### src/rtl/tx_fifo_width_down_if.sv
// tx_fifo_width_down_if
//   Handshake bundle between a wide-word producer and a narrow-lane consumer.
//   master modport: the side driving writes and read acknowledges (testbench / upstream).
//   slave modport : the FIFO itself.
//   Signals:
//     wr_en   write request, accepted on a rising edge only while wr_vld=1
//     wr_vld  space available in word storage
//     wr_data write word (WR_DATA_WIDTH bits)
//     rd_en   read acknowledge, consumes the current lane while rd_vld=1
//     rd_vld  rd_data holds a valid lane
//     rd_data current lane (RD_DATA_WIDTH bits)
//     level   words held in storage, excluding the output holding register
interface tx_fifo_width_down_if #(
  parameter int unsigned DEPTH_WIDTH   = 4,
  parameter int unsigned WR_DATA_WIDTH = 128,
  parameter int unsigned RD_DATA_WIDTH = 8
);

  logic                     wr_en;
  logic                     wr_vld;
  logic [WR_DATA_WIDTH-1:0] wr_data;
  logic                     rd_en;
  logic                     rd_vld;
  logic [RD_DATA_WIDTH-1:0] rd_data;
  logic [DEPTH_WIDTH:0]     level;

  modport master (
    output wr_en,
    output wr_data,
    output rd_en,
    input  wr_vld,
    input  rd_vld,
    input  rd_data,
    input  level
  );

  modport slave (
    input  wr_en,
    input  wr_data,
    input  rd_en,
    output wr_vld,
    output rd_vld,
    output rd_data,
    output level
  );

endinterface

### src/rtl/tx_fifo_width_down.sv
// tx_fifo_width_down
//   Word FIFO with a width-down output stage: WR_DATA_WIDTH words are stored in a circular
//   array and handed out RD_DATA_WIDTH lanes at a time through a holding register
//   (first-word-fall-through on the lane side).
//
//   Ports:
//     clk  single clock for both sides
//     rst  asynchronous active-high reset
//     bus  tx_fifo_width_down_if.slave (wr_en/wr_vld/wr_data, rd_en/rd_vld/rd_data, level)
//
//   Parameters:
//     DEPTH_WIDTH   log2 of the word storage depth (2..10)
//     WR_DATA_WIDTH write word width, RD_DATA_WIDTH * 2^k with k >= 1
//     RD_DATA_WIDTH read lane width
//
//   Build option:
//     TX_FIFO_MSB_FIRST_EN  when defined, lanes are emitted MSB lane first; otherwise the
//                           LSB lane (wr_data[RD_DATA_WIDTH-1:0]) goes out first.
//
//   Timing: a word written into an empty FIFO at edge k shows rd_vld=1 with lane 0 after
//   edge k+2. Once the output stage is running, the last lane of a word and the reload of
//   the next word share one edge, so lanes stream without gaps.
module tx_fifo_width_down #(
  parameter int unsigned DEPTH_WIDTH   = 4,
  parameter int unsigned WR_DATA_WIDTH = 128,
  parameter int unsigned RD_DATA_WIDTH = 8
) (
  input logic                 clk,
  input logic                 rst,
  tx_fifo_width_down_if.slave bus
);

  localparam int unsigned Depth = 1 << DEPTH_WIDTH;
  localparam int unsigned Ratio = WR_DATA_WIDTH / RD_DATA_WIDTH;
  localparam int unsigned LaneW = $clog2(Ratio);

  typedef logic [DEPTH_WIDTH:0]       ptr_t;
  typedef logic [LaneW-1:0]           lane_t;
  typedef logic [WR_DATA_WIDTH-1:0]   word_t;
  typedef logic [RD_DATA_WIDTH-1:0]   byte_t;

  localparam ptr_t  DepthP   = ptr_t'(Depth);
  localparam ptr_t  PtrOne   = ptr_t'(1);
  localparam lane_t LaneZero = '0;
  localparam lane_t LaneOne  = lane_t'(1);
  localparam lane_t LastLane = lane_t'(Ratio - 1);

  // Word storage; contents are deliberately not reset.
  word_t mem [Depth];

  ptr_t  wr_ptr_q, wr_ptr_d;
  ptr_t  rd_ptr_q, rd_ptr_d;
  word_t hold_q, hold_d;
  lane_t lane_q, lane_d;
  logic  hold_vld_q, hold_vld_d;
  byte_t rd_data_q, rd_data_d;
  logic  avail_q;

  ptr_t  level;
  logic  not_empty;
  logic  wr_vld;
  logic  wr_acc;
  logic  rd_acc;
  logic  last_lane;
  logic  load;
  word_t head_word;

  // Pick lane idx out of a word in emission order.
  function automatic byte_t lane_sel(input word_t word, input lane_t idx);
    logic [Ratio-1:0][RD_DATA_WIDTH-1:0] lanes;
    lanes = word;
`ifdef TX_FIFO_MSB_FIRST_EN
    return lanes[LastLane - idx];
`else
    return lanes[idx];
`endif
  endfunction

  // Pointer difference is exact because both pointers carry one extra wrap bit.
  assign level     = wr_ptr_q - rd_ptr_q;
  assign not_empty = (level != '0);
  assign wr_vld    = (level < DepthP);
  assign head_word = mem[rd_ptr_q[DEPTH_WIDTH-1:0]];

  assign wr_acc    = bus.wr_en && wr_vld;
  assign rd_acc    = bus.rd_en && hold_vld_q;
  assign last_lane = (lane_q == LastLane);

  // An idle holding register only picks up a word that has been in storage for a full
  // cycle (avail_q), which fixes the empty-FIFO latency at two edges. A running holding
  // register reloads on the edge that consumes its last lane, keeping the stream gapless.
  assign load = not_empty && ((!hold_vld_q && avail_q) || (rd_acc && last_lane));

  always_comb begin
    wr_ptr_d   = wr_ptr_q;
    rd_ptr_d   = rd_ptr_q;
    hold_d     = hold_q;
    lane_d     = lane_q;
    hold_vld_d = hold_vld_q;
    rd_data_d  = rd_data_q;

    if (wr_acc) begin
      wr_ptr_d = wr_ptr_q + PtrOne;
    end

    if (load) begin
      rd_ptr_d   = rd_ptr_q + PtrOne;
      hold_d     = head_word;
      lane_d     = LaneZero;
      hold_vld_d = 1'b1;
      rd_data_d  = lane_sel(head_word, LaneZero);
    end else if (rd_acc) begin
      if (last_lane) begin
        // Word exhausted and nothing stored: rd_data keeps its last lane.
        lane_d     = LaneZero;
        hold_vld_d = 1'b0;
      end else begin
        lane_d    = lane_q + LaneOne;
        rd_data_d = lane_sel(hold_q, lane_q + LaneOne);
      end
    end
  end

  always_ff @(posedge clk or posedge rst) begin
    if (rst) begin
      wr_ptr_q   <= '0;
      rd_ptr_q   <= '0;
      hold_q     <= '0;
      lane_q     <= '0;
      hold_vld_q <= 1'b0;
      rd_data_q  <= '0;
      avail_q    <= 1'b0;
    end else begin
      wr_ptr_q   <= wr_ptr_d;
      rd_ptr_q   <= rd_ptr_d;
      hold_q     <= hold_d;
      lane_q     <= lane_d;
      hold_vld_q <= hold_vld_d;
      rd_data_q  <= rd_data_d;
      avail_q    <= not_empty;
    end
  end

  always_ff @(posedge clk) begin
    if (wr_acc) begin
      mem[wr_ptr_q[DEPTH_WIDTH-1:0]] <= bus.wr_data;
    end
  end

  assign bus.wr_vld  = wr_vld;
  assign bus.rd_vld  = hold_vld_q;
  assign bus.rd_data = rd_data_q;
  assign bus.level   = level;

endmodule

### src/flat_wrapper.sv
// flat-port wrapper written by rule: the top's interface ports become plain ports
module tx_fifo_width_down_flat 
#(
  parameter int unsigned DEPTH_WIDTH   = 4,
  parameter int unsigned WR_DATA_WIDTH = 128,
  parameter int unsigned RD_DATA_WIDTH = 8
)
  (clk, rst, bus_wr_en, bus_wr_data, bus_rd_en, bus_wr_vld, bus_rd_vld, bus_rd_data, bus_level);
  tx_fifo_width_down_if #(.DEPTH_WIDTH(DEPTH_WIDTH), .WR_DATA_WIDTH(WR_DATA_WIDTH), .RD_DATA_WIDTH(RD_DATA_WIDTH)) bus_i ();
  input logic clk;
  input logic rst;
  input wire logic [$bits(bus_i.wr_en)-1:0] bus_wr_en;
  input wire logic [$bits(bus_i.wr_data)-1:0] bus_wr_data;
  input wire logic [$bits(bus_i.rd_en)-1:0] bus_rd_en;
  output wire logic [$bits(bus_i.wr_vld)-1:0] bus_wr_vld;
  output wire logic [$bits(bus_i.rd_vld)-1:0] bus_rd_vld;
  output wire logic [$bits(bus_i.rd_data)-1:0] bus_rd_data;
  output wire logic [$bits(bus_i.level)-1:0] bus_level;
  assign bus_i.wr_en = bus_wr_en;
  assign bus_i.wr_data = bus_wr_data;
  assign bus_i.rd_en = bus_rd_en;
  assign bus_wr_vld = bus_i.wr_vld;
  assign bus_rd_vld = bus_i.rd_vld;
  assign bus_rd_data = bus_i.rd_data;
  assign bus_level = bus_i.level;
  tx_fifo_width_down #(.DEPTH_WIDTH(DEPTH_WIDTH), .WR_DATA_WIDTH(WR_DATA_WIDTH), .RD_DATA_WIDTH(RD_DATA_WIDTH)) u_core (.clk(clk), .rst(rst), .bus(bus_i));
endmodule
### config.mk
export PLATFORM = sky130hd
export DESIGN_NAME = tx_fifo_width_down_flat
export DESIGN_NICKNAME = d
export VERILOG_FILES = /design/src/rtl/tx_fifo_width_down_if.sv /design/src/rtl/tx_fifo_width_down.sv /design/src/flat_wrapper.sv
export SDC_FILE = /design/constraint.sdc
export NUM_CORES = 2
export LEC_CHECK = 0
export ABC_CLOCK_PERIOD_IN_PS = 30800
export CORE_UTILIZATION = 60
export DETAILED_ROUTE_END_ITERATION = 16
export PLACE_DENSITY_LB_ADDON = 0.05
export SKIP_LAST_GASP = 1
export SYNTH_ARGS = -nofsm -noshare
export SYNTH_HDL_FRONTEND = slang
export SYNTH_SLANG_ARGS = --single-unit
### constraint.sdc
create_clock -name clk -period 30.8 [get_ports clk]
set_input_delay 6.16 -clock clk [delete_from_list [all_inputs] [get_ports clk]]
set_output_delay 6.16 -clock clk [all_outputs]
set_load 0.02 [all_outputs]
==> qor.txt <==
status = finished, final reports clean
initial DRC count = 4,058
synth unique cells = 43
Setup WS post-layout = 20.43 ns
DRC viols = 0
post-synthesis sequential area ratio = 77.0%
Die W = 378 um
Slowest cell on crit path = dfrtp_4
vias per inst = 6.44
Site Rows = 137
Final Cycle Share = 33.7%
Total GRT Usage = 28.0%
Remaining Overflow, GRT = 0
largest net degree at the start of global routing = 138
Final Core Density = 68.2%
via count = 40,500
Required @ worst endpoint = 24.64 ns
pre-CTS worst setup slack = 21.12 ns
drt total wl = 195,000 um
syn avg cell area = 21.1 um2
first-pass GRT wire length = 286,000 um
CTS Hold Bufs = 0
CORE AREA = 140,000 um2
crit-path max cell delay = 0.95 ns
initial antenna violation count = 16
Nets = 4,376
clk_lat worst skew = 0.83 ns
Fillers = 8,924
Least-Margin Pin Slew = 1.20 ns
CP max FO = 55
die height = 378 um
setup_tns = 0 ns
VDD IR max = 0.109 mV
Worst Setup End Kind = output port
static leakage = 30.9 nW
Sink Count = 2,200
Pwr Density = 95.1 nW/um2
drt wl/cell = 31.1 um
1st-pass router iterations = 8
post-placement cell count = 5,894
Synthesis Warnings = 0
Num CTS Buffers = 213
WS Path Type = register to output port
Max Transition Viols Final = 0
Hold Crit Class = register to register
Final ANT Viol Nets = 0
Worst Path Arrival = 4.21 ns
unrepaired setup endpoints after global routing = no
endpoints failing setup = 0
vias in the first global route = 41,200
Max Cap Viol = 0
Reg clk slew, reported paths = 0.06 ns
critical path, cell by cell = inv_6, fa_1, a21o_1, a21oi_4, xor2_4, inv_2, clkdlybuf4s50_1
Max-Slew Margin vs Limit = 20.2%
Ports = 147
IO buf count = 146
area of the die = 143,000 um2
Max Buffers Root-to-Sink = 3
Final Non-Filler Cells = 6,290
FF+latch area = 65,300 um2
final hold vios = 0
CTS root buf = clkbuf_16
DP Wirelength = 106,000 um
Critical Path Source Type = register
Mapped Area = 84,800 um2
H-tree depth = 4
Yosys top cell by area = edfxtp_1
routability cong. = 0.769
CTS tree = yes
Tot Pwr = 9.07 mW
Tmin final = 10.37 ns
Starting Density = 60.6%
post_cts resized = 0
synthesis-stage register bit count = 2,200
Layout Skew = 0.0245 ns
FMAX = 96.5 MHz
Yosys top cell area share = 72.5%
cells after synthesis = 4,026
postcts setup bufs = 0
area occupied by multi-input gates = 18,500 um2
P&R area growth vs syn = 12.5%
largest cells by area after synthesis = edfxtp_1 (73%), mux4_2 (14%), dfrtp_1 (4.5%)
share of cells above drive strength 1 = 24.5%
Synth Net Count = 4,169
==> cell type report <==
class | instances | area share [%]
clock buffer | 283 | 6.12
tap | 1876 | 2.46
sequential | 2200 | 68.5
clock inverter | 112 | 1.12
multi-input combinational | 1575 | 19.4
antenna | 1 | 0.00262
inverter | 21 | 0.114
timing repair buffer | 222 | 2.26
==> registers in the layout (all words and copies together) (netlist names) <==
register,count
u_core.mem,2048
u_core.bus.rd_vld,1
u_core.wr_ptr_q,5
u_core.hold_q,128
u_core.avail_q,1
u_core.rd_ptr_q,5
u_core.bus.rd_data,8
u_core.lane_q,4
==> Yosys cell counts (all sizes together) <==
library cell  number
nor2b              1
xnor2              8
o21a               1
nor4               1
o22ai              2
nand3              7
a21oi             19
nor4b              1
and3             123
a31oi            120
or2                2
o211ai             3
mux4             544
nand4              1
nor2              14
a311oi             1
clkbuf           135
dfrtp            152
fa                 1
mux2             130
inv               21
ha                10
o21ai              1
xor2               7
and2               1
buf               95
nand2            526
edfxtp          2048
o21bai             1
and4               1
a221oi             7
nand2b             3
a31o               1
a21o               1
mux2i             25
nor3              12
==> logic make-up (layout without fill, tap and decap cells) <==
family          count (synthesis)  in the layout  share of synthesized area (%)
compound gates                157            157                           1.18
xor+xnor                       15             15                          0.177
fa+ha+maj                      11             11                          0.171
buf+inv                       251            638                           1.28
flops                        2200           2200                           77.0
mux                           699            699                           16.7
other cells                     0              1                              0
simple gates                  693            693                           3.50
==> placed cells by master (no fill, tap or decap), drive strengths merged, types with 2 or more instances in the layout <==
cell type	netlist	routed
a31oi	120	120
or2	2	2
nor3	12	12
mux4	544	544
dfrtp	152	152
a221oi	7	7
bufinv	0	19
clkinv	0	89
nand2b	3	3
xnor2	8	8
mux2	130	130
nor2	14	14
clkbuf	135	283
buf	95	76
ha	10	10
inv	21	22
o211ai	3	3
a21oi	19	19
edfxtp	2048	2048
o22ai	2	2
nand2	526	526
and3	123	123
mux2i	25	25
xor2	7	7
clkinvlp	0	3
clkdlybuf4s50	0	146
nand3	7	7
==> layer usage <==
| metal | GRT usage, % | vias up | wire length [um] |
|---|---|---|---|
| li1 | - | 16900 | - |
| met1 | 40.9 | 21800 | 81800 |
| met2 | 45.6 | 1574 | 97200 |
| met3 | 4.06 | 280 | 12300 |
| met4 | 6.64 | 12 | 4070 |
| met5 | 0 | - | 69 |
==> worst max-delay path: cells and delay by family, from the launching register on <==
| kind | cells | cell delay (ns) |
|---|---|---|
| compound gates | 2 | 0.41 |
| xor+xnor | 1 | 0.29 |
| fa+ha+maj | 1 | 0.56 |
| buf+inv | 3 | 1.12 |
| flops | 1 | 0.95 |
==> path summary, 6_finish.rpt <==
kind	startpoint	end	slack (ns)	cells after the start
worst max-delay path	u_core.rd_ptr_q[1]	bus_level[4]	20.43	7
worst min-delay path	u_core.rd_ptr_q[4]	u_core.rd_ptr_q[4]	0.50	1
worst max register to register	u_core.rd_ptr_q[0]	u_core.hold_q[59]	25.19	9
worst min register to register	u_core.rd_ptr_q[4]	u_core.rd_ptr_q[4]	0.50	1
max in group asynchronous	rst	u_core.hold_q[62]	23.55	3
min in group asynchronous	rst	u_core.hold_q[66]	5.90	2
==> power by group <==
part,internal [mW],leakage [nW],switching [mW]
Clock,1.48,3.38,1.08
Sequential,3.62,20.3,0.165
Combinational,1.18,7.24,1.54
==> through the flow <==
| step | hold WS [ns] | cell area [um2] |
|---|---|---|
| 5_1_grt | 0.514 | 95400 |
| 3_3_place_gp | 0.482 | 88500 |
| 2_1_floorplan | 0.466 | 84800 |
| 6_report | 0.498 | 95400 |
| 3_5_place_dp | 0.483 | 88500 |
| 4_1_cts | 0.495 | 95400 |
(Power assumes the default switching activity.)
